$ cat src/rtl/vga_fill_pkg.sv
// rtl/vga_fill_pkg.sv - shared constants and types for the VGA fill controller
package vga_fill_pkg;

  localparam int FB_AW     = 16;
  localparam int FB_DW     = 8;
  localparam int LINE_BITS = 8;
  localparam int FB_W      = 256;

  localparam logic [3:0] REG_PTR     = 4'd0;
  localparam logic [3:0] REG_PIX     = 4'd1;
  localparam logic [3:0] REG_RECT_XY = 4'd2;
  localparam logic [3:0] REG_RECT_WH = 4'd3;
  localparam logic [3:0] REG_COLOR   = 4'd4;
  localparam logic [3:0] REG_CTRL    = 4'd5;
  localparam logic [3:0] REG_STATUS  = 4'd6;

  localparam int CTRL_START = 0;
  localparam int CTRL_ABORT = 1;

  localparam int STAT_BUSY    = 0;
  localparam int STAT_DONE    = 1;
  localparam int STAT_ABORTED = 2;
  localparam int STAT_DROP    = 3;

  typedef enum logic {
    ST_IDLE = 1'b0,
    ST_FILL = 1'b1
  } fill_state_e;

endpackage

$ cat src/rtl/vga_fill_ctrl_if.sv
// rtl/vga_fill_ctrl_if.sv - register bus and framebuffer write port bundle
interface vga_fill_ctrl_if #(
  parameter int FB_AW = 16,
  parameter int FB_DW = 8
);
  logic             valid;
  logic [3:0]       addr;
  logic [31:0]      wdata;
  logic             wstrb;
  logic [31:0]      rdata;
  logic             fb_we;
  logic [FB_AW-1:0] fb_addr;
  logic [FB_DW-1:0] fb_wdata;

  modport master (
    output valid, addr, wdata, wstrb,
    input  rdata, fb_we, fb_addr, fb_wdata
  );

  modport slave (
    input  valid, addr, wdata, wstrb,
    output rdata, fb_we, fb_addr, fb_wdata
  );
endinterface

$ cat src/rtl/vga_fill_rect_gen.sv
// rtl/vga_fill_rect_gen.sv - rectangle walker: column/row counters with independent wrap
module vga_fill_rect_gen #(
  parameter int COL_W = 8,
  parameter int ROW_W = 8
) (
  input  logic             clk,
  input  logic             reset,
  input  logic             load_i,
  input  logic             step_i,
  input  logic [COL_W-1:0] x0_i,
  input  logic [ROW_W-1:0] y0_i,
  input  logic [COL_W:0]   w_i,
  input  logic [ROW_W:0]   h_i,
  output logic [COL_W-1:0] col_o,
  output logic [ROW_W-1:0] row_o,
  output logic             last_o
);

  localparam logic [COL_W:0] ONE_C = {{COL_W{1'b0}}, 1'b1};
  localparam logic [ROW_W:0] ONE_R = {{ROW_W{1'b0}}, 1'b1};

  logic [COL_W-1:0] col_q, col_d, x0_q, x0_d;
  logic [ROW_W-1:0] row_q, row_d;
  logic [COL_W:0]   w_q, w_d, i_q, i_d;
  logic [ROW_W:0]   h_q, h_d, j_q, j_d;
  logic             last_col;

  assign last_col = (i_q == (w_q - ONE_C));
  assign last_o   = last_col && (j_q == (h_q - ONE_R));
  assign col_o    = col_q;
  assign row_o    = row_q;

  // Column wraps inside the row on its own; the row only advances at end of a span.
  always_comb begin
    col_d = col_q;
    row_d = row_q;
    x0_d  = x0_q;
    w_d   = w_q;
    h_d   = h_q;
    i_d   = i_q;
    j_d   = j_q;
    if (load_i) begin
      col_d = x0_i;
      row_d = y0_i;
      x0_d  = x0_i;
      w_d   = w_i;
      h_d   = h_i;
      i_d   = '0;
      j_d   = '0;
    end else if (step_i) begin
      if (last_col) begin
        i_d   = '0;
        col_d = x0_q;
        j_d   = j_q + ONE_R;
        row_d = row_q + 1'b1;
      end else begin
        i_d   = i_q + ONE_C;
        col_d = col_q + 1'b1;
      end
    end
  end

  always_ff @(posedge clk) begin
    if (reset) begin
      col_q <= '0;
      row_q <= '0;
      x0_q  <= '0;
      w_q   <= '0;
      h_q   <= '0;
      i_q   <= '0;
      j_q   <= '0;
    end else begin
      col_q <= col_d;
      row_q <= row_d;
      x0_q  <= x0_d;
      w_q   <= w_d;
      h_q   <= h_d;
      i_q   <= i_d;
      j_q   <= j_d;
    end
  end

endmodule

$ cat src/rtl/vga_fill_ctrl.sv
// rtl/vga_fill_ctrl.sv - framebuffer write sequencer: CPU pixel writes plus rectangle fill engine
module vga_fill_ctrl
  import vga_fill_pkg::*;
#(
  parameter int FB_AW     = 16,
  parameter int FB_DW     = 8,
  parameter int LINE_BITS = 8
) (
  input  logic              clk,
  input  logic              reset,
  vga_fill_ctrl_if.slave    bus,
  output logic              busy,
  output logic              done
);

  localparam int COL_W = LINE_BITS;
  localparam int ROW_W = FB_AW - LINE_BITS;
  localparam logic [COL_W:0] W_MAX = {1'b1, {COL_W{1'b0}}};
  localparam logic [ROW_W:0] H_MAX = {1'b1, {ROW_W{1'b0}}};

  fill_state_e      state_q, state_d;
  logic [FB_AW-1:0] ptr_q, ptr_d, pix_addr_q, pix_addr_d;
  logic [FB_DW-1:0] pix_data_q, pix_data_d;
  logic [FB_DW-1:0] color_q, color_d, fill_color_q, fill_color_d;
  logic [COL_W-1:0] x0_q, x0_d;
  logic [ROW_W-1:0] y0_q, y0_d;
  logic [COL_W:0]   w_q, w_d, w_in;
  logic [ROW_W:0]   h_q, h_d, h_in;
  logic             done_q, done_d, aborted_q, aborted_d, drop_q, drop_d;
  logic             pix_we_q, pix_we_d;
  logic [31:0]      rdata_q, rdata_d, rd_val;

  logic             wr, rd, wr_ctrl, start_req, abort_req, filling;
  logic             gen_load, gen_step, gen_last;
  logic             fill_start, fill_done, fill_abort, zero_done;
  logic [COL_W-1:0] gen_col;
  logic [ROW_W-1:0] gen_row;
  logic             unused_wdata;

  assign wr        = bus.valid && bus.wstrb;
  assign rd        = bus.valid && !bus.wstrb;
  assign wr_ctrl   = wr && (bus.addr == REG_CTRL);
  assign abort_req = wr_ctrl && bus.wdata[CTRL_ABORT];
  assign start_req = wr_ctrl && bus.wdata[CTRL_START] && !bus.wdata[CTRL_ABORT];
  assign filling   = (state_q == ST_FILL);
  assign unused_wdata = ^bus.wdata;

  assign w_in = (bus.wdata[COL_W:0] > W_MAX) ? W_MAX : bus.wdata[COL_W:0];
  assign h_in = (bus.wdata[16 +: ROW_W+1] > H_MAX) ? H_MAX : bus.wdata[16 +: ROW_W+1];

  vga_fill_rect_gen #(
    .COL_W (COL_W),
    .ROW_W (ROW_W)
  ) u_rect_gen (
    .clk    (clk),
    .reset  (reset),
    .load_i (gen_load),
    .step_i (gen_step),
    .x0_i   (x0_q),
    .y0_i   (y0_q),
    .w_i    (w_q),
    .h_i    (h_q),
    .col_o  (gen_col),
    .row_o  (gen_row),
    .last_o (gen_last)
  );

  always_comb begin
    state_d    = state_q;
    gen_load   = 1'b0;
    gen_step   = 1'b0;
    fill_start = 1'b0;
    fill_done  = 1'b0;
    fill_abort = 1'b0;
    zero_done  = 1'b0;
    case (state_q)
      ST_IDLE: begin
        if (start_req) begin
          if ((w_q == '0) || (h_q == '0)) begin
            zero_done = 1'b1;
          end else begin
            gen_load   = 1'b1;
            fill_start = 1'b1;
            state_d    = ST_FILL;
          end
        end
      end
      ST_FILL: begin
        gen_step = 1'b1;
        if (abort_req) begin
          fill_abort = 1'b1;
          state_d    = ST_IDLE;
        end else if (gen_last) begin
          fill_done = 1'b1;
          state_d   = ST_IDLE;
        end
      end
      default: state_d = ST_IDLE;
    endcase
  end

  always_comb begin
    ptr_d        = ptr_q;
    pix_we_d     = 1'b0;
    pix_addr_d   = pix_addr_q;
    pix_data_d   = pix_data_q;
    x0_d         = x0_q;
    y0_d         = y0_q;
    w_d          = w_q;
    h_d          = h_q;
    color_d      = color_q;
    fill_color_d = fill_color_q;
    done_d       = done_q;
    aborted_d    = aborted_q;
    drop_d       = drop_q;
    if (wr) begin
      case (bus.addr)
        REG_PTR:     ptr_d = bus.wdata[FB_AW-1:0];
        REG_PIX: begin
          // The fill engine owns the port while busy; CPU pixels are lost, not queued.
          if (filling) begin
            drop_d = 1'b1;
          end else begin
            pix_we_d   = 1'b1;
            pix_addr_d = ptr_q;
            pix_data_d = bus.wdata[FB_DW-1:0];
            ptr_d      = ptr_q + 1'b1;
          end
        end
        REG_RECT_XY: begin
          x0_d = bus.wdata[COL_W-1:0];
          y0_d = bus.wdata[8 +: ROW_W];
        end
        REG_RECT_WH: begin
          w_d = w_in;
          h_d = h_in;
        end
        REG_COLOR:   color_d = bus.wdata[FB_DW-1:0];
        REG_STATUS: begin
          if (bus.wdata[STAT_DONE])    done_d    = 1'b0;
          if (bus.wdata[STAT_ABORTED]) aborted_d = 1'b0;
          if (bus.wdata[STAT_DROP])    drop_d    = 1'b0;
        end
        default: ;
      endcase
    end
    if (fill_start) begin
      done_d       = 1'b0;
      aborted_d    = 1'b0;
      fill_color_d = color_q;
    end
    if (zero_done) begin
      done_d    = 1'b1;
      aborted_d = 1'b0;
    end
    if (fill_done)  done_d    = 1'b1;
    if (fill_abort) aborted_d = 1'b1;
  end

  always_comb begin
    rd_val = '0;
    case (bus.addr)
      REG_PTR:     rd_val[FB_AW-1:0] = ptr_q;
      REG_RECT_XY: begin
        rd_val[COL_W-1:0]  = x0_q;
        rd_val[8 +: ROW_W] = y0_q;
      end
      REG_RECT_WH: begin
        rd_val[COL_W:0]      = w_q;
        rd_val[16 +: ROW_W+1] = h_q;
      end
      REG_COLOR:   rd_val[FB_DW-1:0] = color_q;
      REG_STATUS: begin
        rd_val[STAT_BUSY]    = filling;
        rd_val[STAT_DONE]    = done_q;
        rd_val[STAT_ABORTED] = aborted_q;
        rd_val[STAT_DROP]    = drop_q;
      end
      default: rd_val = '0;
    endcase
    rdata_d = rd ? rd_val : rdata_q;
  end

  always_ff @(posedge clk) begin
    if (reset) begin
      state_q      <= ST_IDLE;
      ptr_q        <= '0;
      pix_we_q     <= 1'b0;
      pix_addr_q   <= '0;
      pix_data_q   <= '0;
      x0_q         <= '0;
      y0_q         <= '0;
      w_q          <= '0;
      h_q          <= '0;
      color_q      <= '0;
      fill_color_q <= '0;
      done_q       <= 1'b0;
      aborted_q    <= 1'b0;
      drop_q       <= 1'b0;
      rdata_q      <= '0;
    end else begin
      state_q      <= state_d;
      ptr_q        <= ptr_d;
      pix_we_q     <= pix_we_d;
      pix_addr_q   <= pix_addr_d;
      pix_data_q   <= pix_data_d;
      x0_q         <= x0_d;
      y0_q         <= y0_d;
      w_q          <= w_d;
      h_q          <= h_d;
      color_q      <= color_d;
      fill_color_q <= fill_color_d;
      done_q       <= done_d;
      aborted_q    <= aborted_d;
      drop_q       <= drop_d;
      rdata_q      <= rdata_d;
    end
  end

  // Port outputs are steered from registers only, so they never depend on the bus this cycle.
  assign bus.fb_we    = filling || pix_we_q;
  assign bus.fb_addr  = filling ? {gen_row, gen_col} : pix_addr_q;
  assign bus.fb_wdata = filling ? fill_color_q : pix_data_q;
  assign bus.rdata    = rdata_q;
  assign busy         = filling;
  assign done         = done_q;

endmodule
$ cat src/flat_wrapper.sv
// flat-port wrapper written by rule: the top's interface ports become plain ports
module vga_fill_ctrl_flat import vga_fill_pkg::*;
#(
  parameter int FB_AW     = 16,
  parameter int FB_DW     = 8,
  parameter int LINE_BITS = 8
)
  (clk, reset, busy, done, bus_valid, bus_addr, bus_wdata, bus_wstrb, bus_rdata, bus_fb_we, bus_fb_addr, bus_fb_wdata);
  vga_fill_ctrl_if #(.FB_AW(FB_AW), .FB_DW(FB_DW)) bus_i ();
  input  logic clk;
  input  logic reset;
  output logic busy;
  output logic done;
  input wire logic [$bits(bus_i.valid)-1:0] bus_valid;
  input wire logic [$bits(bus_i.addr)-1:0] bus_addr;
  input wire logic [$bits(bus_i.wdata)-1:0] bus_wdata;
  input wire logic [$bits(bus_i.wstrb)-1:0] bus_wstrb;
  output wire logic [$bits(bus_i.rdata)-1:0] bus_rdata;
  output wire logic [$bits(bus_i.fb_we)-1:0] bus_fb_we;
  output wire logic [$bits(bus_i.fb_addr)-1:0] bus_fb_addr;
  output wire logic [$bits(bus_i.fb_wdata)-1:0] bus_fb_wdata;
  assign bus_i.valid = bus_valid;
  assign bus_i.addr = bus_addr;
  assign bus_i.wdata = bus_wdata;
  assign bus_i.wstrb = bus_wstrb;
  assign bus_rdata = bus_i.rdata;
  assign bus_fb_we = bus_i.fb_we;
  assign bus_fb_addr = bus_i.fb_addr;
  assign bus_fb_wdata = bus_i.fb_wdata;
  vga_fill_ctrl #(.FB_AW(FB_AW), .FB_DW(FB_DW), .LINE_BITS(LINE_BITS)) u_core (.clk(clk), .reset(reset), .bus(bus_i), .busy(busy), .done(done));
endmodule
$ cat config.mk
export PLATFORM = sky130hd
export DESIGN_NAME = vga_fill_ctrl_flat
export DESIGN_NICKNAME = d
export VERILOG_FILES = /design/src/rtl/vga_fill_pkg.sv /design/src/rtl/vga_fill_ctrl_if.sv /design/src/rtl/vga_fill_rect_gen.sv /design/src/rtl/vga_fill_ctrl.sv /design/src/flat_wrapper.sv
export SDC_FILE = /design/constraint.sdc
export NUM_CORES = 1
export LEC_CHECK = 0
export BUFFER_PORTS_ARGS = -buffer_cell sky130_fd_sc_hd__buf_2
export CELL_PAD_IN_SITES_DETAIL_PLACEMENT = 2
export CELL_PAD_IN_SITES_GLOBAL_PLACEMENT = 2
export CORE_MARGIN = 5
export CORE_UTILIZATION = 35
export DETAILED_ROUTE_END_ITERATION = 10
export PLACE_DENSITY_LB_ADDON = 0.1
export SLEW_MARGIN = 0
export SYNTH_ARGS = -nofsm -noshare
export SYNTH_HDL_FRONTEND = slang
export SYNTH_SLANG_ARGS = --single-unit
$ cat constraint.sdc
create_clock -name clk -period 3.4 [get_ports clk]
set_input_delay 0.51 -clock clk [delete_from_list [all_inputs] [get_ports clk]]
set_output_delay 0.51 -clock clk [all_outputs]
set_load 0.02 [all_outputs]
==> flow_metrics.tcl, run 1 <==
set metrics [dict create \
    slew-limit-headroom 0.305 \
    grt_antenna_before_repair 0 \
    leakage_nw 3.62 \
    async_reset_ff_frac 0 \
    remaining_drc_errors 0 \
    grt_max_degree 94 \
    portBuffers 84 \
    switching_share 0.274 \
    drtPass1Iterations 5 \
    yosysWarnings 0 \
    path_max_fanout 9 \
    cts_buffers 17 \
    netlist_area_mm2 0.00884 \
    fin_crit_sh 0.828 \
    setup_tns_ns 0 \
    outcome "completed" \
    seq_power_share 0.490 \
    clk_latency_ns 0.44 \
    skew_ns 0.0183 \
    critPathArrivalTime_ns 3.14 \
    start_util 0.353 \
    grt_pass1_wl_um 51800 \
    coreArea_mm2 0.0250 \
    place_ws_ns 0.541 \
    dieArea_mm2 0.0285 \
    grt.total_usage 0.228 \
    hold_buffers 0 \
    routed_wl_um 32500 \
    drive_gt1_frac 0.173 \
    wire_per_inst_um 21.7 \
    fin_nets 1199 \
    grt_setup_unrepaired "false" \
    maxCapViolations 0 \
    end_kind "flip-flop" \
    vdd.ir_drop.worst_v 0.000248 \
    internal-power_mw 3.18 \
    cts_root_buffer "clkbuf_16" \
    top_usage_layer "met2" \
    drt-initial-drc-count 360 \
    clk_transition_reported_paths_ns 0.08 \
    via_count 8429 \
    combinationalPowerShare 0.052 \
    layout.core_utilization 0.406 \
    yosys.cell_count.top_type "nand2_1" \
    synth.yosys.seq_area_share 0.408 \
    synth.avg_cell_area_um2 8.07 \
    met2_usage 0.391 \
    start_kind "flip-flop" \
    maxSlewViolCount 0 \
    synth_top_area_cell "dfxtp_1" \
    use_met1 0.312 \
    power.total_mw 4.37 \
    hold_path_class "in -> reg" \
    synthTopCellsByArea "dfxtp_1 41%, nand2_1 9.7%, a21oi_1 7.8%, mux2_2 3.9%, xnor2_1 2.7%" \
    diodes 0 \
    worst_slack_ns 0.584 \
    route.antenna.remaining_nets 0 \
    clkSinkCount 180 \
    power_switching_mw 1.20 \
    chipHeight_um 169 \
    place.gp.congestion 0.775 \
    io_pins 99 \
    syn_inst 1096 \
    synth-main-ff-cell "dfxtp_1" \
    syn2layout_area_growth_pct 15.1 \
    hpwl_um 22900 \
    cp_data_required_time_ns 3.72 \
    p_clk_frac 0.458 \
    synth-edff-count 0 \
    grt_use_met3 0.0325 \
    post_cts_buffers 0 \
    grt.overflow.total 0 \
    viasPerCell 5.64 \
    synth_top_area_share 0.408 \
    synth.distinct_cells 72 \
    worst_pin_slew_ns 1.04 \
    synth_common_cells "229 x nand2_1, 180 x dfxtp_1, 137 x a21oi_1, 59 x nor2_1, 52 x clkbuf_1" \
    grt_pass1_vias 8963 \
    clk_path_buf_depth 2 \
    path_class "reg -> reg" \
    min_period_ns 2.82 \
    hold_viol 0 \
    power_density_mw_per_mm2 430 \
    num_rows 58 \
    synth_seq_cells 180 \
    setup_viol 0 \
    cts_tree "done" \
    fmax_ghz 0.355 \
    cts_resized 0 \
    h-tree-depth 4 \
    die_w_um 169 \
]
-- power groups by stage --
stage / Combinational (mW) / Clock, mW / Sequential [mW]
after floorplan: 0.135 / 0 / 2.19
after detailed placement: 0.230 / 0 / 2.19
final: 0.229 / 2.00 / 2.14
after CTS: 0.232 / 2.06 / 2.14
after global routing: 0.249 / 2.15 / 2.15
after global placement: 0.226 / 0 / 2.19
-- placed cells by master (no fill, tap or decap), drive strengths merged, types with 4 or more instances in the layout --
cell,n
a211oi,15
a21oi,137
a221oi,11
a222oi,4
a22oi,11
a31o,6
a31oi,15
a41o,4
and3,15
buf,118
clkbuf,17
clkinv,7
conb,7
dfxtp,180
ha,7
inv,16
mux2,31
mux2i,10
nand2,230
nand2b,8
nand3,45
nand3b,18
nand4,17
nor2,59
nor2b,6
nor3,33
nor4,7
nor4b,4
o21ai,30
o22ai,4
o311ai,7
or3,6
or4,4
xnor2,27
xor2,8
-- layout make-up --
class | instances | area (um^2)
Inverter | 8 | 30.0
Multi-Input combinational cell | 827 | 4840
Sequential cell | 180 | 3600
Clock inverter | 15 | 160
Fill cell | 2888 | 14900
Tap cell | 330 | 413
Timing Repair Buffer | 118 | 703
Clock buffer | 17 | 425
-- critical path: stages (launching register included) --
cell and delay (ns):
dfxtp_1 0.42, inv_1 0.07, ha_1 0.25, nor2b_1 0.14, or3_1 0.35, a31o_2 0.26, or2_0 0.38, buf_4 0.25
or4_1 0.48, o311ai_0 0.10
-- cells by family after synthesis --
family | Yosys count | synth area share
muxes | 41 | 0.0508
DFF | 180 | 0.408
buffers and inverters | 95 | 0.0514
other | 1 | 0.000424
xor gates and xnor gates | 35 | 0.0347
AOI/OAI and AO/OA | 275 | 0.195
and+or+nand+nor | 462 | 0.250
adders and majority gates | 7 | 0.00991
-- per-layer routing --
| layer | vias up | share of wire |
|---|---|---|
| li1 | 4016 | - |
| met1 | 4276 | 0.48 |
| met2 | 114 | 0.49 |
| met3 | 23 | 0.020 |
| met4 | 0 | 0.0095 |
| met5 | - | 0 |
-- sequential cells by signal (all words and copies together) (netlist names) --
register                 cells
u_core.done                  1
u_core.pix_we_q              1
u_core.ptr_q                16
u_core.y0_q                  8
u_core.busy                  1
u_core.u_rect_gen.j_q        9
u_core.pix_addr_q           16
u_core.u_rect_gen.w_q        9
u_core.x0_q                  8
u_core.w_q                   9
u_core.drop_q                1
u_core.color_q               8
u_core.fill_color_q          8
u_core.u_rect_gen.row_o      8
u_core.u_rect_gen.col_o      8
u_core.h_q                   9
u_core.aborted_q             1
u_core.u_rect_gen.h_q        9
u_core.u_rect_gen.i_q        9
u_core.bus.rdata            25
u_core.u_rect_gen.x0_q       8
u_core.pix_data_q            8
-- through the flow --
stage          std cells  hold WS [ns]  cell area [um^2]
6_report            1495         0.291             10200
5_1_grt             1495         0.288             10200
4_1_cts             1495         0.273             10200
3_5_place_dp        1463         0.445              9590
3_3_place_gp        1463         0.437              9590
2_1_floorplan       1102         0.432              8860
-- worst paths after layout --
check	startpoint	end	slack [ns]	cells past startpoint
min reg2reg	u_core.bus.rdata[8]	u_core.bus.rdata[8]	0.45	2
max reg2reg	u_core.u_rect_gen.w_q[0]	u_core.u_rect_gen.col_o[2]	0.58	9
max	u_core.u_rect_gen.w_q[0]	u_core.u_rect_gen.col_o[2]	0.58	9
min	reset	u_core.u_rect_gen.w_q[8]	0.29	2
Power figures use the tool's default switching activity.
==> run 2, diff against run 1 <==
--- a/config.mk
+++ b/config.mk
@@ -5,11 +5,12 @@
 export SDC_FILE = /design/constraint.sdc
 export NUM_CORES = 1
 export LEC_CHECK = 0
+export ABC_AREA = 1
 export BUFFER_PORTS_ARGS = -buffer_cell sky130_fd_sc_hd__buf_2
 export CELL_PAD_IN_SITES_DETAIL_PLACEMENT = 2
 export CELL_PAD_IN_SITES_GLOBAL_PLACEMENT = 2
 export CORE_MARGIN = 5
-export CORE_UTILIZATION = 35
+export CORE_UTILIZATION = 30
 export DETAILED_ROUTE_END_ITERATION = 10
 export PLACE_DENSITY_LB_ADDON = 0.1
 export SLEW_MARGIN = 0
==> constraint.sdc (replaced) <==
create_clock -name clk -period 2.5 [get_ports clk]
set_input_delay 0.375 -clock clk [delete_from_list [all_inputs] [get_ports clk]]
set_output_delay 0.375 -clock clk [all_outputs]
set_load 0.02 [all_outputs]
==> flow_metrics.tcl, run 2 <==
set metrics [dict create \
    slew-limit-headroom 0.643 \
    clkSinkCount 180 \
    hpwl_um 25800 \
    fmax_ghz 0.450 \
    coreArea_mm2 0.0296 \
    remaining_drc_errors 0 \
    drtPass1Iterations 4 \
    async_reset_ff_frac 0 \
    portBuffers 84 \
    grt.overflow.total 0 \
    power_density_mw_per_mm2 589 \
    vdd.ir_drop.worst_v 0.000429 \
    clk_transition_reported_paths_ns 0.08 \
    syn2layout_area_growth_pct 16.8 \
    synth_common_cells "242 x nand2_1, 180 x dfxtp_1, 173 x o21ai_0, 138 x a21oi_1, 129 x inv_1" \
    routed_wl_um 34600 \
    setup_viol 0 \
    place.gp.congestion 0.833 \
    start_kind "flip-flop" \
    power_switching_mw 1.66 \
    combinationalPowerShare 0.060 \
    multi_input_area_mm2 0.00454 \
    drive_gt1_frac 0.159 \
    dieArea_mm2 0.0335 \
    via_count 8958 \
    internal-power_mw 4.53 \
    final-seq-area_mm2 0.00360 \
    synth-edff-count 0 \
    route.antenna.remaining_nets 0 \
    synth.distinct_cells 50 \
    synth.avg_cell_area_um2 7.04 \
    fin_nets 1395 \
    fin_crit_sh 0.888 \
    largest_register_ffs 25 \
    end_kind "flip-flop" \
    seq_power_share 0.473 \
    synth_top_area_share 0.401 \
    leakage_nw 4.26 \
    synth_seq_cells 180 \
    m1WireLength_um 16300 \
    final_cell_mix "242 x nand2_1, 179 x dfxtp_1, 173 x o21ai_0" \
    path_max_fanout 15 \
    viasPerCell 5.12 \
    place_ws_ns 0.200 \
    grt_max_degree 52 \
    fillers 3609 \
    h-tree-depth 4 \
    cts_tree "done" \
    netlist_area_mm2 0.00899 \
    holdWs_ns 0.197 \
    outcome "completed" \
    layout.cells.most_common "nand2_1" \
    yosysWarnings 0 \
    synth-main-ff-cell "dfxtp_1" \
    drt-initial-drc-count 368 \
    num_rows 63 \
    syn_inst 1277 \
    wire_per_inst_um 19.8 \
    stdcell_area_mm2 0.0105 \
    post_cts_buffers 0 \
    chipHeight_um 183 \
    critPathArrivalTime_ns 2.56 \
    die_w_um 183 \
    synth.yosys.seq_area_share 0.401 \
    synthTopCellsByArea "dfxtp_1 40%, nand2_1 10%, o21ai_0 9.6%, a21oi_1 7.7%, inv_1 5.4%" \
    cts_buffers 17 \
    grt_antenna_before_repair 0 \
    clk_latency_ns 0.45 \
    worst_pin_slew_ns 0.522 \
    yosys.cell_count.top_type "nand2_1" \
    wl_met3_um 896 \
    routed.top_layer "met4" \
    grt_pass1_wl_um 54900 \
    switching_share 0.268 \
    skew_ns 0.00964 \
    layout.core_utilization 0.354 \
    hold_viol 0 \
    p_clk_frac 0.467 \
    hold_buffers 0 \
    min_period_ns 2.22 \
    hold_path_class "in -> reg" \
    cts_root_buffer "clkbuf_16" \
    maxCapViolations 0 \
    start_util 0.303 \
    grt.total_usage 0.207 \
    maxSlewViolCount 0 \
    diodes 0 \
    grt_setup_unrepaired "false" \
    clk_path_buf_depth 2 \
    path_class "reg -> reg" \
    synth_top_area_cell "dfxtp_1" \
    io_pins 99 \
    wl_met2_um 17000 \
    cp_data_required_time_ns 2.84 \
    grt_pass1_vias 9593 \
    placed_area_mm2 0.00987 \
    worst_slack_ns 0.280 \
    setup_tns_ns 0 \
]
[run 2: kinds of logic after synthesis]
kind of cell / count (synthesis) / share of synthesized area
and+or+nand+nor: 474 / 0.235
AOI/OAI and AO/OA: 367 / 0.222
buffers and inverters: 214 / 0.0987
DFF: 180 / 0.401
xor gates and xnor gates: 34 / 0.0331
adders and majority gates: 7 / 0.00975
other: 1 / 0.000417
[run 2: timing repair]
item,CTS,global route
setup endpoints to repair,0,9
hold endpoints to repair,0,0
gates resized for setup,0,3
[run 2: power groups by stage]
stage / Clock (mW) / Sequential (mW) / Combinational, mW
6_report: 2.89 / 2.93 / 0.369
5_1_grt: 3.08 / 2.93 / 0.406
3_3_place_gp: 0 / 2.99 / 0.364
2_1_floorplan: 0 / 3.01 / 0.185
3_5_place_dp: 0 / 3.00 / 0.371
4_1_cts: 2.97 / 2.93 / 0.373
[run 2: final timing paths]
check | slack, ns | to | startpoint | cells past startpoint
hold reg to reg | 0.47 | u_core.bus.rdata[4] | u_core.bus.rdata[4] | 2
hold / removal | 0.20 | u_core.h_q[5] | bus_wdata[21] | 3
setup reg to reg | 0.28 | u_core.u_rect_gen.j_q[5] | u_core.u_rect_gen.w_q[0] | 15
setup / recovery | 0.28 | u_core.u_rect_gen.j_q[5] | u_core.u_rect_gen.w_q[0] | 15
[run 2: per-layer routing]
metal  vias to the layer above  GRT usage
met4                         0     0.0402
met5                         -          0
met1                      4455      0.276
li1                       4366          -
met3                        26     0.0274
met2                       111      0.362
[run 2: cell type report]
cell class                 instances  share of cell area
clock buffer                      17              0.0405
inverter                         142              0.0514
timing repair buffer             118              0.0683
multi-input combinational        889               0.432
clock inverter                    15              0.0178
sequential                       180               0.343
tap                              390              0.0465
[run 2: critical path, stage by stage, from the launching register on]
cell	delay (ns)
dfxtp_2	0.38
inv_2	0.07
ha_1	0.30
inv_1	0.04
nand2_1	0.05
nand2_1	0.05
nor2_2	0.11
nand3_1	0.09
nor2_1	0.18
nand2_2	0.14
nor2_4	0.15
nand2_4	0.17
nand2_8	0.17
nand2_1	0.07
o21ai_1	0.08
inv_1	0.05
[run 2: stage by stage]
| stage | cells | total power, mW |
|---|---|---|
| floorplan | 1283 | 3.19 |
| global placement | 1719 | 3.36 |
| detailed placement | 1719 | 3.37 |
| CTS | 1751 | 6.27 |
| global route | 1751 | 6.42 |
| finish | 1751 | 6.19 |
